## config.mk

```make
export PLATFORM = sky130hd
export DESIGN_NAME = traffic_phase_ctrl_n_flat
export DESIGN_NICKNAME = d
export VERILOG_FILES = /design/src/rtl/traffic_phase_ctrl_n_pkg.sv /design/src/rtl/traffic_phase_ctrl_n_if.sv /design/src/rtl/traffic_phase_ctrl_n_rr_next_side.sv /design/src/rtl/traffic_phase_ctrl_n.sv /design/src/flat_wrapper.sv
export SDC_FILE = /design/constraint.sdc
export NUM_CORES = 1
export LEC_CHECK = 0
export ABC_AREA = 1
export CAP_MARGIN = 20
export CORE_ASPECT_RATIO = 1.25
export CORE_UTILIZATION = 45
export CTS_BUF_LIST = sky130_fd_sc_hd__clkbuf_16
export DETAILED_ROUTE_END_ITERATION = 16
export GPL_ROUTABILITY_DRIVEN = 1
export PLACE_DENSITY = 0.66
export SLEW_MARGIN = 20
export SYNTH_ARGS = -nofsm -noshare
export SYNTH_HDL_FRONTEND = slang
export SYNTH_HIERARCHICAL = 1
export SYNTH_SLANG_ARGS = --single-unit
```

## constraint.sdc

```tcl
create_clock -name CLK_100MHZ -period 3.4 [get_ports CLK_100MHZ]
set_clock_uncertainty 0.05 [all_clocks]
set_input_delay 0.68 -clock CLK_100MHZ [delete_from_list [all_inputs] [get_ports CLK_100MHZ]]
set_output_delay 0.68 -clock CLK_100MHZ [all_outputs]
set_load 0.01 [all_outputs]
```

## src/rtl/traffic_phase_ctrl_n_pkg.sv

```systemverilog
// Shared definitions for the density-based traffic phase controller:
// phase encoding and default timing constants (all timing in TICKs).
package traffic_pkg;

  typedef enum logic [1:0] {
    ST_ALLRED = 2'd0,
    ST_GREEN  = 2'd1,
    ST_ORANGE = 2'd2
  } phase_e;

  localparam int DEF_N_SIDES   = 4;
  localparam int DEF_GREEN_MIN = 10;
  localparam int DEF_GREEN_MAX = 30;
  localparam int DEF_EXT_STEP  = 5;
  localparam int DEF_ORANGE_T  = 3;
  localparam int DEF_ALLRED_T  = 2;

endpackage

```

## src/rtl/traffic_phase_ctrl_n_if.sv

```systemverilog
// Signal bundle between the timing source / sensors and the phase controller.
// master: drives TICK and DEMAND; slave: the controller, drives lamps and display.
interface traffic_phase_ctrl_n_if #(
  parameter int N_SIDES   = 4,
  parameter int GREEN_MAX = 30
);
  localparam int SW = $clog2(N_SIDES);
  localparam int TW = $clog2(GREEN_MAX + 1);

  logic               TICK;
  logic [N_SIDES-1:0] DEMAND;
  logic [N_SIDES-1:0] RED;
  logic [N_SIDES-1:0] GREEN;
  logic [N_SIDES-1:0] ORANGE;
  logic [SW-1:0]      SIDE;
  logic [TW-1:0]      TIME;
  logic               NEXT;

  modport master (
    output TICK, DEMAND,
    input  RED, GREEN, ORANGE, SIDE, TIME, NEXT
  );

  modport slave (
    input  TICK, DEMAND,
    output RED, GREEN, ORANGE, SIDE, TIME, NEXT
  );

endinterface

```

## src/rtl/traffic_phase_ctrl_n_rr_next_side.sv

```systemverilog
// Combinational side selection: rotating priority search after the current
// side (current side excluded), plus the lowest demanding side for start-up.
module rr_next_side #(
  parameter int N_SIDES = 4,
  parameter int SW      = $clog2(N_SIDES)
) (
  input  logic [N_SIDES-1:0] demand,
  input  logic [SW-1:0]      side,
  output logic [SW-1:0]      next_side,
  output logic               any_other,
  output logic [SW-1:0]      first_idx
);

  // Rotate-search after side; wrap by compare so SIDE never leaves 0..N_SIDES-1.
  always_comb begin
    int idx_s;
    idx_s = 0;
    any_other = 1'b0;
    if (int'(side) >= N_SIDES - 1) begin
      next_side = '0;
    end else begin
      next_side = side + SW'(1);
    end
    for (int k = 1; k < N_SIDES; k++) begin
      idx_s = int'(side) + k;
      if (idx_s >= N_SIDES) begin
        idx_s = idx_s - N_SIDES;
      end else begin
        idx_s = idx_s;
      end
      if (!any_other && demand[idx_s]) begin
        any_other = 1'b1;
        next_side = SW'(idx_s);
      end else begin
        any_other = any_other;
      end
    end
  end

  // Lowest-numbered demanding side; side 0 when nobody is waiting.
  always_comb begin
    first_idx = '0;
    for (int k = N_SIDES - 1; k >= 0; k--) begin
      if (demand[k]) begin
        first_idx = SW'(k);
      end else begin
        first_idx = first_idx;
      end
    end
  end

endmodule

```

## src/rtl/traffic_phase_ctrl_n.sv

```systemverilog
// Density-based phase controller for N approaches. Round-robin green among
// demanding sides, green extension while the holder still has demand (capped),
// rest-in-green when nobody else waits. Lamps, SIDE, TIME and NEXT are registered.
module traffic_phase_ctrl_n
  import traffic_pkg::*;
#(
  parameter int N_SIDES   = DEF_N_SIDES,
  parameter int GREEN_MIN = DEF_GREEN_MIN,
  parameter int GREEN_MAX = DEF_GREEN_MAX,
  parameter int EXT_STEP  = DEF_EXT_STEP,
  parameter int ORANGE_T  = DEF_ORANGE_T,
  parameter int ALLRED_T  = DEF_ALLRED_T
) (
  input logic                   CLK_100MHZ,
  input logic                   RESET,
  traffic_phase_ctrl_n_if.slave bus
);

  localparam int SW = $clog2(N_SIDES);
  localparam int TW = $clog2(GREEN_MAX + 1);

  phase_e             state_r, state_n_s;
  logic [SW-1:0]      side_r, side_n_s;
  logic [TW-1:0]      time_r, time_n_s;
  logic [TW-1:0]      elapsed_r, elapsed_n_s, elapsed_tick_s;
  logic               next_n_s;
  logic               ext_ok_s;
  logic [N_SIDES-1:0] green_n_s, orange_n_s;
  logic [N_SIDES-1:0] red_r, green_r, orange_r;
  logic               next_r;

  logic [SW-1:0]      rr_next_s, rr_first_s;
  logic               rr_any_other_s;

  rr_next_side #(.N_SIDES(N_SIDES), .SW(SW)) u_rr (
    .demand    (bus.DEMAND),
    .side      (side_r),
    .next_side (rr_next_s),
    .any_other (rr_any_other_s),
    .first_idx (rr_first_s)
  );

  // Green ticks served including the current tick (saturating), and whether
  // one more extension still stays strictly under the green cap.
  always_comb begin
    if (elapsed_r >= TW'(GREEN_MAX)) begin
      elapsed_tick_s = TW'(GREEN_MAX);
    end else begin
      elapsed_tick_s = elapsed_r + TW'(1);
    end
    ext_ok_s = (({1'b0, elapsed_tick_s} + (TW+1)'(EXT_STEP)) < (TW+1)'(GREEN_MAX));
  end

  // Phase sequencing: everything advances only on TICK; a phase ends on the TICK where TIME==1.
  always_comb begin
    state_n_s   = state_r;
    side_n_s    = side_r;
    time_n_s    = time_r;
    elapsed_n_s = elapsed_r;
    next_n_s    = 1'b0;
    if (bus.TICK) begin
      case (state_r)
        ST_ALLRED: begin
          if (time_r == TW'(1)) begin
            state_n_s   = ST_GREEN;
            side_n_s    = rr_first_s;
            time_n_s    = TW'(GREEN_MIN);
            elapsed_n_s = '0;
            next_n_s    = 1'b1;
          end else begin
            time_n_s = time_r - TW'(1);
          end
        end
        ST_GREEN: begin
          elapsed_n_s = elapsed_tick_s;
          if (time_r == TW'(1)) begin
            if (bus.DEMAND[side_r] && ext_ok_s) begin
              time_n_s = TW'(EXT_STEP);
            end else if (rr_any_other_s) begin
              state_n_s = ST_ORANGE;
              time_n_s  = TW'(ORANGE_T);
            end else begin
              // Nobody else waiting: rest in green with a fresh allowance.
              time_n_s    = TW'(GREEN_MIN);
              elapsed_n_s = '0;
            end
          end else begin
            time_n_s = time_r - TW'(1);
          end
        end
        ST_ORANGE: begin
          if (time_r == TW'(1)) begin
            state_n_s   = ST_GREEN;
            side_n_s    = rr_next_s;
            time_n_s    = TW'(GREEN_MIN);
            elapsed_n_s = '0;
            next_n_s    = 1'b1;
          end else begin
            time_n_s = time_r - TW'(1);
          end
        end
        default: begin
          state_n_s   = ST_ALLRED;
          side_n_s    = '0;
          time_n_s    = TW'(ALLRED_T);
          elapsed_n_s = '0;
        end
      endcase
    end else begin
      state_n_s = state_r;
    end
  end

  // Lamp decode from the next phase and side so lamps change with the state register.
  always_comb begin
    green_n_s  = '0;
    orange_n_s = '0;
    if (state_n_s == ST_GREEN) begin
      green_n_s = {{(N_SIDES-1){1'b0}}, 1'b1} << side_n_s;
    end else if (state_n_s == ST_ORANGE) begin
      orange_n_s = {{(N_SIDES-1){1'b0}}, 1'b1} << side_n_s;
    end else begin
      green_n_s = '0;
    end
  end

  // State, counters and registered outputs; RESET has priority over TICK.
  always_ff @(posedge CLK_100MHZ) begin
    if (RESET) begin
      state_r   <= ST_ALLRED;
      side_r    <= '0;
      time_r    <= TW'(ALLRED_T);
      elapsed_r <= '0;
      red_r     <= '1;
      green_r   <= '0;
      orange_r  <= '0;
      next_r    <= 1'b0;
    end else begin
      state_r   <= state_n_s;
      side_r    <= side_n_s;
      time_r    <= time_n_s;
      elapsed_r <= elapsed_n_s;
      red_r     <= ~(green_n_s | orange_n_s);
      green_r   <= green_n_s;
      orange_r  <= orange_n_s;
      next_r    <= next_n_s;
    end
  end

  assign bus.RED    = red_r;
  assign bus.GREEN  = green_r;
  assign bus.ORANGE = orange_r;
  assign bus.SIDE   = side_r;
  assign bus.TIME   = time_r;
  assign bus.NEXT   = next_r;

endmodule

```

## src/flat_wrapper.sv

```systemverilog
// flat-port wrapper written by rule: the top's interface ports become plain ports
module traffic_phase_ctrl_n_flat import traffic_pkg::*;
#(
  parameter int N_SIDES   = DEF_N_SIDES,
  parameter int GREEN_MIN = DEF_GREEN_MIN,
  parameter int GREEN_MAX = DEF_GREEN_MAX,
  parameter int EXT_STEP  = DEF_EXT_STEP,
  parameter int ORANGE_T  = DEF_ORANGE_T,
  parameter int ALLRED_T  = DEF_ALLRED_T
)
  (CLK_100MHZ, RESET, bus_TICK, bus_DEMAND, bus_RED, bus_GREEN, bus_ORANGE, bus_SIDE, bus_TIME, bus_NEXT);
  traffic_phase_ctrl_n_if #(.N_SIDES(N_SIDES), .GREEN_MAX(GREEN_MAX)) bus_i ();
  input logic CLK_100MHZ;
  input logic RESET;
  input wire logic [$bits(bus_i.TICK)-1:0] bus_TICK;
  input wire logic [$bits(bus_i.DEMAND)-1:0] bus_DEMAND;
  output wire logic [$bits(bus_i.RED)-1:0] bus_RED;
  output wire logic [$bits(bus_i.GREEN)-1:0] bus_GREEN;
  output wire logic [$bits(bus_i.ORANGE)-1:0] bus_ORANGE;
  output wire logic [$bits(bus_i.SIDE)-1:0] bus_SIDE;
  output wire logic [$bits(bus_i.TIME)-1:0] bus_TIME;
  output wire logic [$bits(bus_i.NEXT)-1:0] bus_NEXT;
  assign bus_i.TICK = bus_TICK;
  assign bus_i.DEMAND = bus_DEMAND;
  assign bus_RED = bus_i.RED;
  assign bus_GREEN = bus_i.GREEN;
  assign bus_ORANGE = bus_i.ORANGE;
  assign bus_SIDE = bus_i.SIDE;
  assign bus_TIME = bus_i.TIME;
  assign bus_NEXT = bus_i.NEXT;
  traffic_phase_ctrl_n #(.N_SIDES(N_SIDES), .GREEN_MIN(GREEN_MIN), .GREEN_MAX(GREEN_MAX), .EXT_STEP(EXT_STEP), .ORANGE_T(ORANGE_T), .ALLRED_T(ALLRED_T)) u_core (.CLK_100MHZ(CLK_100MHZ), .RESET(RESET), .bus(bus_i));
endmodule
```

==> results of run 1 <==
-- cells by family after synthesis --
family / after synthesis
flip-flops: 27
AO/OA/AOI/OAI: 35
AND/OR/NAND/NOR: 142
XOR/XNOR: 1
adder cells (fa/ha/maj): 5
buffers and inverters: 45
-- cell usage in the layout, fill, tap and decap left out, types with 2 or more instances in the layout --
cell type        count
nand2_1             76
inv_1               34
dfxtp_1             27
clkdlybuf4s50_1     26
nand3_1             20
nor2_1              20
a21oi_1             16
o21ai_0             11
inv_2                6
nand2_4              5
nand2_2              5
ha_1                 5
nand4_1              4
clkbuf_16            3
o2111ai_1            3
nand3_2              3
nor3_1               3
nor2_4               2
o21ai_1              2
-- final timing paths --
check	start	end	slack, ns	cells past startpoint
setup / recovery	bus_DEMAND[1]	u_core/bus.RED[2]	0.97	16
hold / removal	u_core/elapsed_r[2]	u_core/elapsed_r[2]	0.47	2
setup reg to reg	u_core/bus.SIDE[1]	u_core/bus.RED[2]	1.04	15
hold reg to reg	u_core/elapsed_r[2]	u_core/elapsed_r[2]	0.47	2
-- layer usage --
metal / routed length (µm) / vias to the layer above / part of all wire / GRT usage
met4: 25 / 0 / 0.0067 / 0.0705
li1: - / 863 / - / -
met1: 1710 / 741 / 0.46 / 0.249
met2: 1870 / 32 / 0.50 / 0.344
met5: 0 / - / 0 / 0
met3: 143 / 2 / 0.038 / 0.0201
-- sequential cells by signal (all words and copies together), names as in the netlist --
signal and count:
u_core/bus.RED 4, u_core/bus.ORANGE 4, u_core/elapsed_r 5, u_core/bus.TIME 5, u_core/state_r 2, u_core/bus.GREEN 4
u_core/bus.SIDE 2, u_core/bus.NEXT 1
-- worst min-delay path: stages, from the launching register on --
cell     delay [ns]
dfxtp_1        0.34
nand2_1        0.08
a21oi_1        0.06
-- cells in the mapped netlist (4+ instances only) --
master    n  area (µm²)
ha_1      5        62.6
inv_2     6        22.5
dfxtp_1  27         541
a21oi_1  16        80.1
inv_1    33         124
nand3_1  20         100
nand2_1  76         285
nand2_2   5        31.3
nand2_4   5        56.3
nand4_1   4        25.0
o21ai_0  11        55.1
nor2_1   20        75.1
-- power breakdown --
part / switching [mW] / total [mW] / leakage [nW] / internal, mW
sequential: 0.0139 / 0.344 / 0.220 / 0.330
combinational: 0.121 / 0.201 / 0.719 / 0.0798
clock: 0.105 / 0.262 / 0.0423 / 0.157
total: 0.240 / 0.807 / 0.980 / 0.567
-- final cells by class --
cell class / instances / share of cell area
clock inverter: 1 / 0.00182
tap: 39 / 0.0237
timing repair buffer: 27 / 0.130
clock buffer: 3 / 0.0365
inverter: 41 / 0.0772
sequential: 27 / 0.263
multi-input combinational: 183 / 0.468
==> flow_summary.ini, run 1 <==
[timing]
finalCriticalPeriod_ns = 2.43
drv_slew = 0
whs_ns = 0.470
final-hold-violation-count = 0
fmax_ghz = 0.411
rsz0062_at_grt = false
maxSlewHeadroom = 0.684
worst_slack_ns = 0.967
setup_viol = 0
final.setup.tns_ns = 0
finalCritPeriodShare = 0.716
tightestPinTransition_ns = 0.473

[finish]
num_antenna_cells = 0
fin_nets = 295
multiInputGateArea_um2 = 963
postLayoutCoreUtil = 0.581
final_area_mm2 = 0.00206
fin_cells = 321
syn_to_final_growth_pct = 21.0
drive_gt1_frac = 0.117
seqCellArea_um2 = 541
fill_cells = 348

[logic_synthesis]
synth_top_family_by_area = simple AND/OR/NAND/NOR gates
yosysWarnings = 6
postSynth.asyncResetShare = 0
synth_nets = 267
yosysSeqAreaShare = 0.318
synth-simple-area-share = 0.404
synth-compound-area-share = 0.121
ys_types = 29
synthAdderAreaFrac = 0.0368
synth-edff-count = 0
mappedNetlistArea_mm2 = 0.00170
synth_mux_area_frac = 0
synthCells = 255
avgSynthCellArea_um2 = 6.67
ys.flop_type = dfxtp_1
synth-xor-area-share = 0.00515
ys_seq_elements = 27

[run]
cap_violations = 0

[die]
start_util = 0.480
core-area_mm2 = 0.00354
fp.dieH_um = 70.7
ios = 27
die-area_mm2 = 0.00403
rows = 24
die_w_um = 57.0

[critical_path]
path_buf_inv = 2
crit_path_end_kind = register
arrival_ns = 2.53
crit_fanout = 5
critical_path_class = in2reg
crit_top_cell = nand2_1
cp_slowest_stage_delay_ns = 0.60
crit_family = simple AND/OR/NAND/NOR gates
worstPathCellList = clkdlybuf4s50_1 -> inv_1 -> nand2_1 -> nand3_1 -> nand2_2 -> nand2_2 -> nand2_1 -> nand3_1 -> nand2_1 -> nand2_1 -> nand2_1 -> nand2_1 -> nand4_1 -> nand3_1 -> nor2_1 -> o21ai_1
slowest_stage = clkdlybuf4s50_1
critical_path_required_ns = 3.50
start_kind = input port

[drt]
drtAntennaViolNets = 0
via_count = 1638
viasPerCell = 5.10
drt-total-wl_um = 3750
drtIter0Drc = 111
drc = 2
dr.pass1.iters = 10
wire_per_inst_um = 11.7

[global_route]
grt_pass1_wl_um = 6400
grt_use_total = 0.197
grt_max_degree = 16
grt.overflow.total = 0
antenna_found_initial = 0
first_global_vias = 1493

[status]
violations = design-rule violations
status = complete, but fails checks

[placement]
numPortBuffers = 26
dp_hpwl_um = 2790
place_ws_ns = 0.738
dp_cells = 317
place_congestion = 0.841
placed_cell_area_mm2 = 0.00198

[clock_network]
clkSlewWorstSetupHoldPaths_ns = 0.07
post_cts_resized = 0
root_buffer = clkbuf_16
cts_hold_buf = 0
cts.htree.levels = 1
cts_buffers = 3
cts_tree = done
clock_path_buffers = 2
post_cts_buffers = 0
clk_latency_ns = 0.26
cts.sinks = 27

[pwr]
total_power_uw = 807
ir_drop_uv = 194
p_per_area_mw_per_mm2 = 392
p_leak_nw = 0.980

[hold_path]
hp-class = reg2reg
Power figures use the tool's default switching activity.
==> run 2: changes to the inputs <==
==> constraint.sdc (replaced) <==
create_clock -name CLK_100MHZ -period 2.5 [get_ports CLK_100MHZ]
set_clock_uncertainty 0.05 [all_clocks]
set_input_delay 0.5 -clock CLK_100MHZ [delete_from_list [all_inputs] [get_ports CLK_100MHZ]]
set_output_delay 0.5 -clock CLK_100MHZ [all_outputs]
set_load 0.01 [all_outputs]
==> run 2 against run 1 <==
Net effect:
- the flow still finishes with violations (design-rule violations)
- combinational power up 39%
- critical endpoint unchanged
- total power up 37%
- clock power up 39%
- sequential power up 35%
- sequential share of layout area down 0.58 points
- global-route usage down 0.87 points
- flip-flop and latch count unchanged
- design area up 2.2%
- routed wire length down 8.0%
- worst hold slack worse by 0.0064 ns
- largest cell class unchanged
- highest routed layer unchanged
- utilization up 1.3 points
- cell count up 1.9%
==> flow_summary.ini, run 2 (synthesis results as in run 1) <==
[clock_network]
cts_tree = done
cts.sinks = 27
cts_hold_buf = 0
cts.htree.levels = 1
post_cts_resized = 0
clock_path_buffers = 2
cts_buffers = 3
clk_latency_ns = 0.27
post_cts_buffers = 0
root_buffer = clkbuf_16
clkSlewWorstSetupHoldPaths_ns = 0.07

[pwr]
netSwitchingFraction = 0.297
seqPwrFrac = 0.419
switchingPower_uw = 329
p_clk_frac = 0.329
p_leak_nw = 1.01
p_int_uw = 779
combPwrFrac = 0.252
ir_drop_uv = 314
p_per_area_mw_per_mm2 = 527

[critical_path]
crit_top_cell = nand2_1
worstPathCellList = clkdlybuf4s50_1 -> nand2_1 -> nand3_1 -> nand2_1 -> nand2_1 -> nand2_1 -> nand2_1 -> inv_1 -> nand2_1 -> nand2_1 -> nand2_1 -> nand3_2 -> o21ai_4 -> inv_2 -> nor2_1 -> o21ai_1
arrival_ns = 2.30
cp_slowest_stage_delay_ns = 0.60
crit_fanout = 5
critical_path_class = in2reg
r2r-start = u_core/bus.SIDE[0]
critical_path_required_ns = 2.60
path_buf_inv = 3
slowest_stage = clkdlybuf4s50_1
crit_family = simple AND/OR/NAND/NOR gates
crit_path_end_kind = register
r2r-end = u_core/bus.RED[2]
reg2reg_slack_ns = 0.39
rr_worst_depth = 15
start_kind = input port

[drt]
via_count = 1606
wire_per_inst_um = 10.6
drtAntennaViolNets = 0
dr.pass1.iters = 10
viasPerCell = 4.91
drtIter0Drc = 74
drc = 2
drt-total-wl_um = 3450

[global_route]
grt_pass1_wl_um = 6140
grt_use_total = 0.188
first_global_vias = 1486
grt_max_degree = 16
antenna_found_initial = 0
grt.overflow.total = 0

[die]
fp.dieH_um = 70.7
die-area_mm2 = 0.00403
ios = 27
die_w_um = 57.0
start_util = 0.480
rows = 24
core-area_mm2 = 0.00354

[finish]
fin_cells = 327
fin_nets = 301
layout_common_cells = 76 x nand2_1, 33 x inv_1, 27 x dfxtp_1
fill_cells = 360
syn_to_final_growth_pct = 23.8
seqCellArea_um2 = 541
drive_gt1_frac = 0.139
multiInputGateArea_um2 = 963
final_common_cell = nand2_1
num_antenna_cells = 0

[run]
cap_violations = 0

[timing]
tightestPinTransition_ns = 0.398
setup_viol = 0
fmax_ghz = 0.454
final.setup.tns_ns = 0
finalCritPeriodShare = 0.882
final-hold-violation-count = 0
drv_slew = 0
maxSlewHeadroom = 0.735
whs_ns = 0.464
finalCriticalPeriod_ns = 2.20
rsz0062_at_grt = false

[hold_path]
whs_path_depth = 2
hp-class = reg2reg
min_to = u_core/elapsed_r[2]
holdCritStartpoint = u_core/elapsed_r[2]

[placement]
dp_hpwl_um = 2680
numPortBuffers = 26
place_congestion = 0.831
dp_cells = 323

[status]
status = complete, but fails checks
violations = design-rule violations
run 2: changes by cell type in the layout (fill, tap and decap cells not counted):
cell	before	now
inv_1	34	33
clkinv_2	0	1
buf_4	1	7
run 2: cell type report:
type,count,area share
clock inverters,1,0.00238
clock buffers,3,0.0357
repair buffers,33,0.149
inverters,41,0.0755
flip-flops and latches,27,0.257
multi-input cells,183,0.458
well taps,39,0.0232
run 2: how the worst max path moves through the flow:
| stage | start | end | slack (ns) | cells after the start |
|---|---|---|---|---|
| 3_3_place_gp | bus_DEMAND[3] | u_core/bus.RED[0] | -0.01 | 16 |
| 2_1_floorplan | u_core/bus.SIDE[1] | u_core/bus.RED[0] | 0.39 | 15 |
| 6_report | bus_DEMAND[3] | u_core/bus.RED[2] | 0.30 | 16 |
| 4_1_cts | bus_DEMAND[3] | u_core/bus.RED[0] | 0.28 | 16 |
| 5_1_grt | bus_DEMAND[3] | u_core/bus.GREEN[1] | 0.04 | 17 |
| 3_5_place_dp | bus_DEMAND[3] | u_core/bus.RED[0] | 0.01 | 16 |
run 2: power by group through the flow:
stage	Sequential (mW)	Clock [mW]	Combinational, mW
6_report	0.465	0.365	0.279
5_1_grt	0.467	0.387	0.315
4_1_cts	0.465	0.374	0.282
3_5_place_dp	0.475	0	0.281
3_3_place_gp	0.475	0	0.280
2_1_floorplan	0.483	0	0.187
run 2: through the flow:
step | area (µm²) | power, mW | setup slack, ns | utilization
2_1_floorplan | 1700 | 0.670 | 0.394 | -
3_3_place_gp | 2020 | 0.755 | -0.0131 | 0.571
3_5_place_dp | 2020 | 0.755 | 0.0130 | 0.571
4_1_cts | 2100 | 1.12 | 0.282 | 0.594
5_1_grt | 2100 | 1.17 | 0.0435 | 0.594
6_report | 2100 | 1.11 | 0.295 | 0.594
run 2: routing by layer:
metal,wire length [µm],global-route usage,up-vias,part of all wire
li1,-,-,870,-
met1,1670,0.242,703,0.48
met2,1620,0.323,29,0.47
met3,117,0.0274,4,0.034
met4,41,0.0569,0,0.012
met5,0,0,-,0
run 2: worst register-to-register path: stages (launching register included):
cell and delay [ns]:
dfxtp_1 0.31, ha_1 0.36, inv_1 0.18, nand3_2 0.13
a21oi_1 0.14, nand2_1 0.07, nand2_1 0.05, inv_1 0.03
nand2_1 0.05, nand2_1 0.05, nand2_1 0.06, nand3_2 0.09
o21ai_4 0.19, inv_2 0.08, nor2_1 0.09, o21ai_1 0.07
